**config.mk**
```make
export PLATFORM = sky130hd
export DESIGN_NAME = regfile_2r1w_flat
export DESIGN_NICKNAME = d
export VERILOG_FILES = /design/src/rtl/regfile_2r1w_if.sv /design/src/rtl/regfile_2r1w.sv /design/src/flat_wrapper.sv
export SDC_FILE = /design/constraint.sdc
export NUM_CORES = 1
export LEC_CHECK = 0
export CAP_MARGIN = 0
export CELL_PAD_IN_SITES_DETAIL_PLACEMENT = 1
export CELL_PAD_IN_SITES_GLOBAL_PLACEMENT = 2
export CORE_ASPECT_RATIO = 1.5
export CORE_UTILIZATION = 53
export CTS_BUF_LIST = sky130_fd_sc_hd__clkbuf_2
export DETAILED_ROUTE_END_ITERATION = 8
export DONT_BUFFER_PORTS = 1
export PLACE_DENSITY = 0.9
export SLEW_MARGIN = 20
export SYNTH_ARGS = -nofsm -noshare
export SYNTH_HDL_FRONTEND = slang
export SYNTH_SLANG_ARGS = --single-unit
export TNS_END_PERCENT = 1
```
**constraint.sdc**
```tcl
create_clock -name clk -period 4.71 [get_ports clk]
set_input_delay 0.942 -clock clk [delete_from_list [all_inputs] [get_ports clk]]
set_output_delay 0.942 -clock clk [all_outputs]
set_load 0.1 [all_outputs]
```
**src/rtl/regfile_2r1w_if.sv**
```systemverilog
// rtl/regfile_2r1w_if.sv - write/read bus of the 2-read 1-write register file
interface regfile_2r1w_if #(
    parameter int K  = 16,
    parameter int AW = 3
);
    logic          we;
    logic [AW-1:0] waddr;
    logic [K-1:0]  wdata;
    logic [AW-1:0] raddr_a;
    logic [AW-1:0] raddr_b;
    logic          hold;
    logic [K-1:0]  rdata_a;
    logic [K-1:0]  rdata_b;

    modport master (
        output we, waddr, wdata, raddr_a, raddr_b, hold,
        input  rdata_a, rdata_b
    );

    modport slave (
        input  we, waddr, wdata, raddr_a, raddr_b, hold,
        output rdata_a, rdata_b
    );
endinterface

```
**src/rtl/regfile_2r1w.sv**
```systemverilog
// rtl/regfile_2r1w.sv - NREGS x K register file, two read ports, one write port
module regfile_2r1w #(
    parameter int K       = 16,
    parameter int NREGS   = 8,
    parameter int AW      = $clog2(NREGS),
    parameter int BYPASS  = 1,
    parameter int R0_ZERO = 0,
    parameter int OUT_REG = 0
) (
    input  logic           clk,
    input  logic           rst_n,
    regfile_2r1w_if.slave  rf
);
    logic [K-1:0]  mem_q [NREGS];
    logic          wr_ok;
    logic [AW-1:0] raddr [2];
    logic [K-1:0]  rv_d  [2];

    assign raddr[0] = rf.raddr_a;
    assign raddr[1] = rf.raddr_b;

    // A write is effective only in range and, with a hardwired r0, not to address 0
    always_comb begin
        wr_ok = rf.we && (int'(rf.waddr) < NREGS);
        if (R0_ZERO != 0 && rf.waddr == '0) begin
            wr_ok = 1'b0;
        end
    end

    // Storage array; reset clears every word at once
    always_ff @(posedge clk or negedge rst_n) begin
        if (!rst_n) begin
            for (int i = 0; i < NREGS; i++) begin
                mem_q[i] <= '0;
            end
        end else if (wr_ok) begin
            mem_q[rf.waddr] <= rf.wdata;
        end
    end

    // Read value per port: out-of-range and r0 read as zero, then bypass, then storage
    always_comb begin
        for (int p = 0; p < 2; p++) begin
            rv_d[p] = '0;
            if (int'(raddr[p]) >= NREGS) begin
                rv_d[p] = '0;
            end else if (R0_ZERO != 0 && raddr[p] == '0) begin
                rv_d[p] = '0;
            end else if (BYPASS != 0 && wr_ok && raddr[p] == rf.waddr) begin
                rv_d[p] = rf.wdata;
            end else begin
                rv_d[p] = mem_q[raddr[p]];
            end
        end
    end

    generate
        if (OUT_REG != 0) begin : g_oreg
            logic [K-1:0] rdata_a_q;
            logic [K-1:0] rdata_b_q;

            // Registered read stage; hold freezes both ports while writes continue
            always_ff @(posedge clk or negedge rst_n) begin
                if (!rst_n) begin
                    rdata_a_q <= '0;
                    rdata_b_q <= '0;
                end else if (!rf.hold) begin
                    rdata_a_q <= rv_d[0];
                    rdata_b_q <= rv_d[1];
                end
            end

            assign rf.rdata_a = rdata_a_q;
            assign rf.rdata_b = rdata_b_q;
        end else begin : g_comb
            logic unused_hold;
            assign unused_hold = rf.hold;
            assign rf.rdata_a  = rv_d[0];
            assign rf.rdata_b  = rv_d[1];
        end
    endgenerate
endmodule
```
**src/flat_wrapper.sv**
```systemverilog
// flat-port wrapper written by rule: the top's interface ports become plain ports
module regfile_2r1w_flat 
#(
    parameter int K       = 16,
    parameter int NREGS   = 8,
    parameter int AW      = $clog2(NREGS),
    parameter int BYPASS  = 1,
    parameter int R0_ZERO = 0,
    parameter int OUT_REG = 0
)
  (clk, rst_n, rf_we, rf_waddr, rf_wdata, rf_raddr_a, rf_raddr_b, rf_hold, rf_rdata_a, rf_rdata_b);
  regfile_2r1w_if #(.K(K), .AW(AW)) rf_i ();
  input  logic clk;
  input  logic rst_n;
  input wire logic [$bits(rf_i.we)-1:0] rf_we;
  input wire logic [$bits(rf_i.waddr)-1:0] rf_waddr;
  input wire logic [$bits(rf_i.wdata)-1:0] rf_wdata;
  input wire logic [$bits(rf_i.raddr_a)-1:0] rf_raddr_a;
  input wire logic [$bits(rf_i.raddr_b)-1:0] rf_raddr_b;
  input wire logic [$bits(rf_i.hold)-1:0] rf_hold;
  output wire logic [$bits(rf_i.rdata_a)-1:0] rf_rdata_a;
  output wire logic [$bits(rf_i.rdata_b)-1:0] rf_rdata_b;
  assign rf_i.we = rf_we;
  assign rf_i.waddr = rf_waddr;
  assign rf_i.wdata = rf_wdata;
  assign rf_i.raddr_a = rf_raddr_a;
  assign rf_i.raddr_b = rf_raddr_b;
  assign rf_i.hold = rf_hold;
  assign rf_rdata_a = rf_i.rdata_a;
  assign rf_rdata_b = rf_i.rdata_b;
  regfile_2r1w #(.K(K), .NREGS(NREGS), .AW(AW), .BYPASS(BYPASS), .R0_ZERO(R0_ZERO), .OUT_REG(OUT_REG)) u_core (.clk(clk), .rst_n(rst_n), .rf(rf_i));
endmodule
```
==> results.md, run 1 <==
- CTS tree: built
- Crit Path Max Fanout: 33
- H-Tree Depth: 4
- Nets@finish: between 400 and 500
- Top post-synthesis cells by area: dfrtp_1 43%, mux2_2 27%, mux4_1 21%
- Routed Antenna Nets: 0
- Final Max Tran Viols: 0
- Root buffer cell: clkbuf_2
- Largest regs: u_core.mem_q x128
- Post-synth top flop: dfrtp_1
- Post-DP HPWL: 10400 µm
- DRC viols: 0
- Pwr/cell area: ~460 nW/µm²
- Chip height: 148 µm
- Rel. slew slack: 56.1%
- CP Launch Type: primary input
- Avg Inst Size Synth: 16.6 µm²
- Synth Warn #: 0
- Setup_tns: 0 ns
- Global Route Usage Sum: between 20% and 30%
- Die area: ~15000 µm²
- Yosys reg bits: roughly 130
- WHS: ~0.22 ns
- Max reg flops: between 100 and 150
- CTS Sinks: 128
- Largest Register: u_core.mem_q
- Final critical-path share of the clock period: between 70% and 80%
- WL per Instance: between 20 and 30 µm
- Status: finished, final reports clean
- Most common cell in the netlist: mux2_2
- Initial antenna violation count: 1
- Setup-failing EPs final: 0
- Synth area leader: dfrtp_1
- WL final: 17700 µm
- Initial DRT Pass Iterations: 6
- VDD IR max: between 0.2 and 0.3 mV
- Max_cap viols: 0
- PortBufs: 0
- First-pass GRT wire length: 27500 µm
- Routed vias: about 4100
- Ports: about 60
- # hold bufs at CTS: 1
- Post-Syn Area: 7510 µm²
- Via-per-instance ratio: roughly 6.7
- Worst min path class: in -> async
- Unrepaired setup endpoints after global routing: false
- Core Rows: 52
- Async SR Flop Fraction: 100%
- Worst path required time: roughly 3.8 ns
- Fin util: a little under three fifths
- Static Leak: between 3 and 4 nW
- Initial Utilization: between 50% and 60%
- Skew final: 0 ns
- Top cells by count, synth: 181 x mux2_2, 128 x dfrtp_1, 60 x mux4_1
- Post-synth EDFFs: 0
- Area Growth Syn to Fin: 3.10%
- Overflow after GRT: 0
- Layout cells sized above 1: 53.7%
- Setup Fix Bufs, Post-CTS: 0
- First DRT Iteration DRCs: slightly below 200
- CP arrival: 2.53 ns
- Skew-Pair Late Insertion Delay: 0.65 ns
- Clock buffer depth: 2
- Placeable core region: between 10000 and 15000 µm²
- Vias in the first global route: roughly 4700
- Slew of the pin with the lowest slew margin: between 0.6 and 0.7 ns
- Fin. Hold Viols: 0
- CTS Buf Count: 17
- PostCTS Resize Cnt: 0
- Synth Instances: 452
- Tmin final: roughly 3.5 ns
- Yosys cell types: 17
- Yosys top cell area share: a little over two fifths
- Clk slew on worst S/H paths: about 0.18 ns
- Die width: between 90 and 100 µm
- Post-Syn Nets: between 400 and 500
- GP Congestion: approximately 0.70
- Sequential cell area fraction in the yosys report: a little over two fifths
- Largest net degree at the start of global routing: ~130
- Setup Crit Path Kind: in -> out
- CP endpoint kind: primary output
- Peak Freq: between 200 and 300 MHz
-- worst max-delay path: stages --
cell and delay [ns]:
xnor2_1 0.16, nand4_1 0.40, buf_4 0.40, mux2_2 0.62
-- cell usage in the layout (no fill, tap or decap) --
master,netlist,layout
xnor2_1,6,6
nand4b_1,3,3
nand4_1,3,3
dfrtp_1,128,128
nand2_1,1,1
clkbuf_2,0,21
nor3b_2,2,2
mux4_2,4,4
mux2_2,181,181
mux2_4,11,11
nor3_2,2,2
diode_2,0,1
buf_4,3,11
nand2b_1,1,1
clkinv_2,0,4
bufinv_16,0,2
clkinv_1,0,4
mux4_1,60,60
buf_16,0,1
-- per-stage QoR --
step | area, µm² | setup WS (ns) | power [W] | cells
after floorplan | 7510 | 1.27 | 0.00278 | 452
after global placement | 7510 | 1.28 | 0.00283 | 575
after detailed placement | 7510 | 1.24 | 0.00291 | 575
after CTS | 7740 | 1.23 | 0.00356 | 607
after global routing | 7740 | 1.19 | 0.00369 | 608
final | 7740 | 1.23 | 0.00352 | 608
-- path summary, 6_finish.rpt --
check	start	endpoint	slack, ns	cells after the start
min in group clk	rf_wdata[11]	u_core.mem_q[43]	0.42	1
worst max-delay path	rf_raddr_b[0]	rf_rdata_b[12]	1.23	4
worst max register to register	u_core.mem_q[12]	u_core.mem_q[12]	3.89	1
worst min-delay path	rst_n	u_core.mem_q[114]	0.22	1
max in group asynchronous	rst_n	u_core.mem_q[28]	3.97	1
worst min register to register	u_core.mem_q[102]	u_core.mem_q[102]	0.54	1
-- cells by family (layout without fill, tap and decap cells) --
kind of cell / after synthesis / count (layout) / synth area share [%]
xor gates and xnor gates: 6 / 6 / 0.700
muxes: 256 / 256 / 51.5
other: 0 / 1 / 0
and+or+nand+nor: 12 / 12 / 1.33
buffers and inverters: 50 / 43 / 3.77
DFF: 128 / 128 / 42.7
-- where the power goes --
part	switching [W]	total, W	internal [W]
registers	0.000167	0.00151	0.00134
clock network	0.000375	0.000614	0.000238
logic	0.000855	0.00140	0.000548
-- layout make-up --
class	instances	area, µm²
antenna	1	2.50
clock buffer	21	105
sequential	128	3200
timing repair buffer	12	110
clock inverter	10	95.1
fill	1251	5920
tap	162	203
multi-input combinational	274	4020
-- metal layers --
layer	vias to the layer above	track usage, %	wire length (µm)
met2	102	47.7	9670
met3	32	6.29	768
met4	0	8.16	329
met5	-	0	0
met1	2202	29.9	6910
li1	1766	-	-
Power figures use the tool's default switching activity.
==> run 2: changes to the inputs <==
--- a/config.mk
+++ b/config.mk
@@ -9,11 +9,11 @@
 export CELL_PAD_IN_SITES_DETAIL_PLACEMENT = 1
 export CELL_PAD_IN_SITES_GLOBAL_PLACEMENT = 2
 export CORE_ASPECT_RATIO = 1.5
-export CORE_UTILIZATION = 53
+export CORE_UTILIZATION = 49
 export CTS_BUF_LIST = sky130_fd_sc_hd__clkbuf_2
 export DETAILED_ROUTE_END_ITERATION = 8
 export DONT_BUFFER_PORTS = 1
-export PLACE_DENSITY = 0.9
+export PLACE_DENSITY = 0.84
 export SLEW_MARGIN = 20
 export SYNTH_ARGS = -nofsm -noshare
 export SYNTH_HDL_FRONTEND = slang
==> constraint.sdc (replaced) <==
create_clock -name clk -period 3.45 [get_ports clk]
set_input_delay 0.69 -clock clk [delete_from_list [all_inputs] [get_ports clk]]
set_output_delay 0.69 -clock clk [all_outputs]
set_load 0.1 [all_outputs]
==> run 2 against run 1 <==
Sequential share of layout area shrank 0.87 points. Clock skew is the same. Clock power rose by 82%. Largest cell class unchanged. Wire length shrank 1.0%. Register-to-register slack got worse by 1.3 ns. First-iteration DRC count increased by 52%. Hold slack got worse by 0.083 ns. Utilization decreased by 3.9 points. Non-clock buffer count up 2. Total power rose by 44%. Clock-buffer cell count down 4. Final cell count grew 6.6%.
==> results.md, run 2 (synthesis results as in run 1) <==
- Status: finished, final reports clean
- Placed Instances: 613 (+6.6%)
- Final critical-path share of the clock period: 90.0%
- Max incr delay on CP: 0.53 ns (-0.09 ns)
- Global Route Usage Sum: 24.5% (-1.6 points)
- Largest regs: u_core.mem_q x128
- Largest net degree at the start of global routing: 129 (unchanged)
- Sequential Power Share: 40.3% (-2.5 points)
- Switch share: 38.6% (-1.1 points)
- Ports: 61 (unchanged)
- Tmin final: 3.10 ns
- Gate power share: 37.6% (-2.2 points)
- Post-route cell area: 7910 µm² (+2.1%)
- Area Growth Syn to Fin: 5.32%
- CP endpoint kind: primary output
- Setup-failing EPs final: 0 (unchanged)
- Worst path buffer plus inverter count: 0 (-1)
- Slew of the pin with the lowest slew margin: 0.646 ns (-0.0125 ns)
- Commonest non-fill, non-tap cell in the layout: mux2_2
- Pwr/cell area: 643 nW/µm² (+41%)
- Rel. slew slack: 56.9% (+0.83 points)
- WL per Instance: 27.0 µm (-7.1%)
- PostCTS Resize Cnt: 0 (unchanged)
- Cell Int Power: 0.00312 W (+47%)
- Most common cell on crit path: mux2_2
- Root buffer cell: clkbuf_2
- VDD IR max: 0.283 mV (+7.6%)
- Final std cells w/o fill: 648 (+6.6%)
- CP Launch Type: flip-flop
- Die width: 103 µm (+3.9%)
- GP Congestion: 0.687 (-2.4%)
- Max reg flops: 128 (unchanged)
- Setup Crit Path Kind: reg -> out
- Skew-Pair Late Insertion Delay: 0.67 ns (+0.02 ns)
- Crit-path slowest cell: mux4_1
- Final Max Tran Viols: 0 (unchanged)
- Peak Freq: ~320 MHz
- Vias in the first global route: 4561 (-2.9%)
- Worst-path cell chain: mux4_1 > mux2_2 > mux2_2
- DRC viols: 0 (unchanged)
- CP arrival: 2.41 ns (-0.12 ns)
- Overflow after GRT: 0 (unchanged)
- PortBufs: 0 (unchanged)
- Routed Antenna Nets: 0 (unchanged)
- Worst min path class: in -> reg
- R2r startpoint: u_core.mem_q[31]
- Proportion of power drawn by the clock network: 22.1% (+4.7 points)
- Nets@finish: 464 (+0.43%)
- Core Rows: 55 (+5.8%)
- H-Tree Depth: 4 (unchanged)
- Most frequent cells in the layout: 181 x mux2_2, 128 x dfrtp_1, 60 x mux4_1
- Static Leak: 3.36 nW (+1.2%)
- Unrepaired setup endpoints after global routing: false
- First-pass GRT wire length: 27500 µm (about the same)
- Largest Register: u_core.mem_q
- Family with the most delay on the worst path: multiplexers
- DP Area: 7560 µm² (+0.72%)
- Max_cap viols: 0 (unchanged)
- Clk slew on worst S/H paths: 0.21 ns (+0.03 ns)
- Die area: 15800 µm² (+8.0%)
- Switching pwr: 0.00196 W (+41%)
- Placeable core region: 15000 µm² (+9.8%)
- Layout cells sized above 1: 54.5% (+0.76 points)
- Initial Utilization: 50.1% (-4.9 points)
- Initial antenna violation count: 1 (unchanged)
- Routed vias: 4124 (+0.54%)
- CTS Sinks: 128 (unchanged)
- R2R setup slack: 2.64 ns (-1.25 ns)
- HP Start: rf_wdata[15]
- Post-DP HPWL: 10300 µm (-1.6%)
- Skew final: 0 ns (unchanged)
- First DRT Iteration DRCs: 293 (+52%)
- Clock buffer depth: 2 (unchanged)
- Via-per-instance ratio: 6.36 (-5.7%)
- Crit Path Max Fanout: 3 (-91%)
- Chip height: 154 µm (+3.9%)
- Worst path required time: 2.76 ns (-1.01 ns)
- Setup_tns: 0 ns (unchanged)
- Initial DRT Pass Iterations: 4 (-2)
- Fin. Hold Viols: 0 (unchanged)
- WL final: 17500 µm (-1.0%)
- CTS tree: built
- CTS Buf Count: 17 (unchanged)
- Crit. Startpoint: u_core.mem_q[37]
run 2: final cells by class:
cell class,instances,area (µm²)
Fill cell,1459,7090
Multi-Input combinational cell,274,4020
Sequential cell,128,3200
Tap cell,199,249
Clock inverter,15,218
Timing Repair Buffer,14,128
Clock buffer,17,85.1
Antenna cell,1,2.50
run 2: per-stage QoR:
stage	power [W]	worst slack, ns	utilization [%]	hold slack [ns]
3_5_place_dp	0.00397	0.716	50.4	0.399
2_1_floorplan	0.00380	0.515	-	0.394
4_1_cts	0.00513	0.277	52.7	0.0697
3_3_place_gp	0.00387	0.725	50.4	0.399
5_1_grt	0.00531	0.217	52.7	0.0456
6_report	0.00508	0.346	52.7	0.140
run 2: what timing repair did:
item                      4_1_cts  5_1_grt
setup buffers                   0        0
hold buffers                    2        0
hold endpoints to repair      128        0
run 2: worst paths after layout:
kind	to	cells past startpoint
hold / removal	u_core.mem_q[79]	1
setup reg to reg	u_core.mem_q[31]	1
min in group asynchronous	u_core.mem_q[83]	2
setup / recovery	rf_rdata_b[5]	3
max in group asynchronous	u_core.mem_q[113]	2
hold reg to reg	u_core.mem_q[101]	1
run 2: power groups by stage:
stage,Sequential [W],Clock [W],Combinational [W]
6_report,0.00205,0.00112,0.00191
5_1_grt,0.00210,0.00122,0.00199
3_5_place_dp,0.00209,0,0.00188
3_3_place_gp,0.00203,0,0.00184
2_1_floorplan,0.00199,0,0.00181
4_1_cts,0.00205,0.00115,0.00193
run 2: layer usage:
layer	vias up	routed length (µm)	GRT usage (%)
met2	80	9400	42.2
met1	2256	7220	30.7
li1	1768	-	-
met4	0	277	7.04
met3	20	599	5.05
met5	-	0	0
==> run 3: changes to the inputs <==
--- a/config.mk
+++ b/config.mk
@@ -10,7 +10,7 @@
 export CELL_PAD_IN_SITES_GLOBAL_PLACEMENT = 2
 export CORE_ASPECT_RATIO = 1.5
 export CORE_UTILIZATION = 49
-export CTS_BUF_LIST = sky130_fd_sc_hd__clkbuf_2
+export CTS_BUF_LIST = sky130_fd_sc_hd__clkbuf_2 sky130_fd_sc_hd__clkbuf_4 sky130_fd_sc_hd__clkbuf_8
 export DETAILED_ROUTE_END_ITERATION = 8
 export DONT_BUFFER_PORTS = 1
 export PLACE_DENSITY = 0.84
==> run 3 against run 2 <==
Cell area up 1.5%. Sequential share of layout area down 0.60 points. Maximum frequency up 9.3%. Sequential power about the same. Highest routed layer unchanged. Utilization up 0.79 points. Via count up 0.32%. Hold slack worse by 0.20 ns. Flip-flop and latch count unchanged. Total power up 6.9%. The flow now finishes with violations (negative hold slack). Clock power up 34%. Combinational power about the same.
==> results.md, run 3 (synthesis results as in run 1) <==
- Initial DRT Pass Iterations: 4 (unchanged)
- Metal-1 WL: 7170 µm (-0.76%)
- Setup Crit Path Kind: reg -> out
- GP Congestion: 0.687 (unchanged)
- Top Layer Used: met4
- Largest regs: u_core.mem_q x128
- Crit Path Max Fanout: 3 (unchanged)
- Rel. slew slack: 64.3% (+7.4 points)
- Routed vias: 4137 (+0.32%)
- Multi-input gate area: 4020 µm² (unchanged)
- Die area: 15800 µm² (unchanged)
- Failing checks: negative hold slack
- Slew of the pin with the lowest slew margin: 0.537 ns (-0.109 ns)
- Max reg flops: 128 (unchanged)
- Final critical-path share of the clock period: 82.3% (-7.7 points)
- Placeable core region: 15000 µm² (unchanged)
- Filler instances: 1444 (-1.0%)
- Metal3 WL: 722 µm (+21%)
- Pwr/cell area: 677 nW/µm² (+5.3%)
- Unrepaired setup endpoints after global routing: false
- Commonest non-fill, non-tap cell in the layout: mux2_2
- Global Route Usage Sum: 24.6% (+0.14 points)
- Routed Antenna Nets: 0 (unchanged)
- WHS: -0.0601 ns (-0.200 ns)
- Clk slew on worst S/H paths: 0.08 ns (-0.13 ns)
- Setup_tns: 0 ns (unchanged)
- Root buffer cell: clkbuf_8
- First-pass GRT wire length: 27700 µm (+0.55%)
- Setup-failing EPs final: 0 (unchanged)
- Final Max Tran Viols: 0 (unchanged)
- Overflow after GRT: 0 (unchanged)
- PortBufs: 0 (unchanged)
- Largest net degree at the start of global routing: 129 (unchanged)
- Ports: 61 (unchanged)
- Static Leak: 3.40 nW (+1.2%)
- CTS tree: built
- Fin. Hold Viols: 94 (+94)
- CTS Sinks: 128 (unchanged)
- CP endpoint kind: primary output
- Met2 WL: 9500 µm (+1.1%)
- Initial Utilization: 50.1% (unchanged)
- Skew-Pair Late Insertion Delay: 0.44 ns (-0.23 ns)
- Chip height: 154 µm (unchanged)
- Clock buffer depth: 2 (unchanged)
- VDD IR max: 0.284 mV (+0.49%)
- Initial antenna violation count: 0 (-1)
- Tmin final: 2.84 ns (-0.264 ns)
- Core Rows: 55 (unchanged)
- CP arrival: 2.15 ns (-0.26 ns)
- H-Tree Depth: 4 (unchanged)
- Most frequent cells in the layout: 181 x mux2_2, 128 x dfrtp_1, 60 x mux4_1
- Worst min path class: in -> async
- # diodes: 0 (-1)
- Via-per-instance ratio: 6.41 (+0.78%)
- Reg area: 3200 µm² (unchanged)
- Fin util: 53.5% (+0.79 points)
- Die width: 103 µm (unchanged)
- CP Launch Type: flip-flop
- Peak Freq: 352 MHz (+9.3%)
- Max_cap viols: 0 (unchanged)
- Post-DP HPWL: 10300 µm (unchanged)
- WL per Instance: 27.4 µm (+1.3%)
- Largest Register: u_core.mem_q
- Layout cells sized above 1: 54.7% (+0.24 points)
- CTS Buf Count: 17 (unchanged)
- DRC viols: 0 (unchanged)
- Vias in the first global route: 4564 (+0.066%)
- Worst path required time: 2.76 ns (about the same)
- Nets@finish: 462 (-0.43%)
- Area Growth Syn to Fin: 6.90%
- Status: finished, violations left
- Skew final: 0 ns (unchanged)
- First DRT Iteration DRCs: 255 (-13%)
- WL final: 17700 µm (+0.86%)
run 3: cell types whose count changed in the layout (fill, tap and decap cells not counted):
cell           delta
dlygate4sd3_1     -1
buf_16            -1
clkbuf_8         +18
clkinv_1          -1
diode_2           -1
clkbuf_2         -17
run 3: repair_timing:
action	in CTS	in global routing
gates resized for setup	0	0
hold endpoints to repair	128	128
setup buffers	0	0
run 3: path summary, 6_finish.rpt:
path	startpoint	cells after the start	slack [ns]	end
worst max-delay path	u_core.mem_q[42]	3	0.61	rf_rdata_b[10]
worst min-delay path	rst_n	0	-0.06	u_core.mem_q[19]
worst max register to register	u_core.mem_q[5]	1	2.65	u_core.mem_q[5]
worst min register to register	u_core.mem_q[101]	1	0.52	u_core.mem_q[101]
max in group asynchronous	rst_n	0	3.23	u_core.mem_q[74]
min in group clk	rf_wdata[15]	1	0.39	u_core.mem_q[79]
run 3: per-stage QoR:
stage          total power (W)  cell area, µm²  instances  hold slack, ns  worst slack, ns
4_1_cts                0.00548            8030        645         -0.0897            0.578
2_1_floorplan          0.00380            7510        452           0.394            0.515
3_3_place_gp           0.00387            7560        613           0.399            0.725
5_1_grt                0.00565            8030        645         -0.0916            0.547
3_5_place_dp           0.00397            7560        613           0.399            0.716
6_report               0.00544            8030        645         -0.0601            0.610
run 3: area by class of cell:
type                    instances  area share (%)
clock buffers                  18            3.09
well taps                     199            3.10
repair buffers                 12            1.12
flip-flops and latches        128            39.9
multi-input cells             274            50.1
clock inverters                14            2.67
run 3: critical path: stages (launching register included):
cell	delay (ns)
dfrtp_1	0.40
mux4_1	0.51
mux2_2	0.31
mux2_2	0.50
run 3: where the power goes:
group | leakage [nW] | internal (W) | switching [W] | total [W]
registers | 1.54 | 0.00183 | 0.000226 | 0.00206
logic | 1.64 | 0.000746 | 0.00113 | 0.00188
clock network | 0.225 | 0.000878 | 0.000620 | 0.00150
total | 3.40 | 0.00346 | 0.00198 | 0.00544
run 3: layer usage:
layer  track usage, %  vias up
li1                 -     1772
met1             31.4     2274
met2             42.2       73
met3             4.45       18
met4             7.31        0
met5                0        -
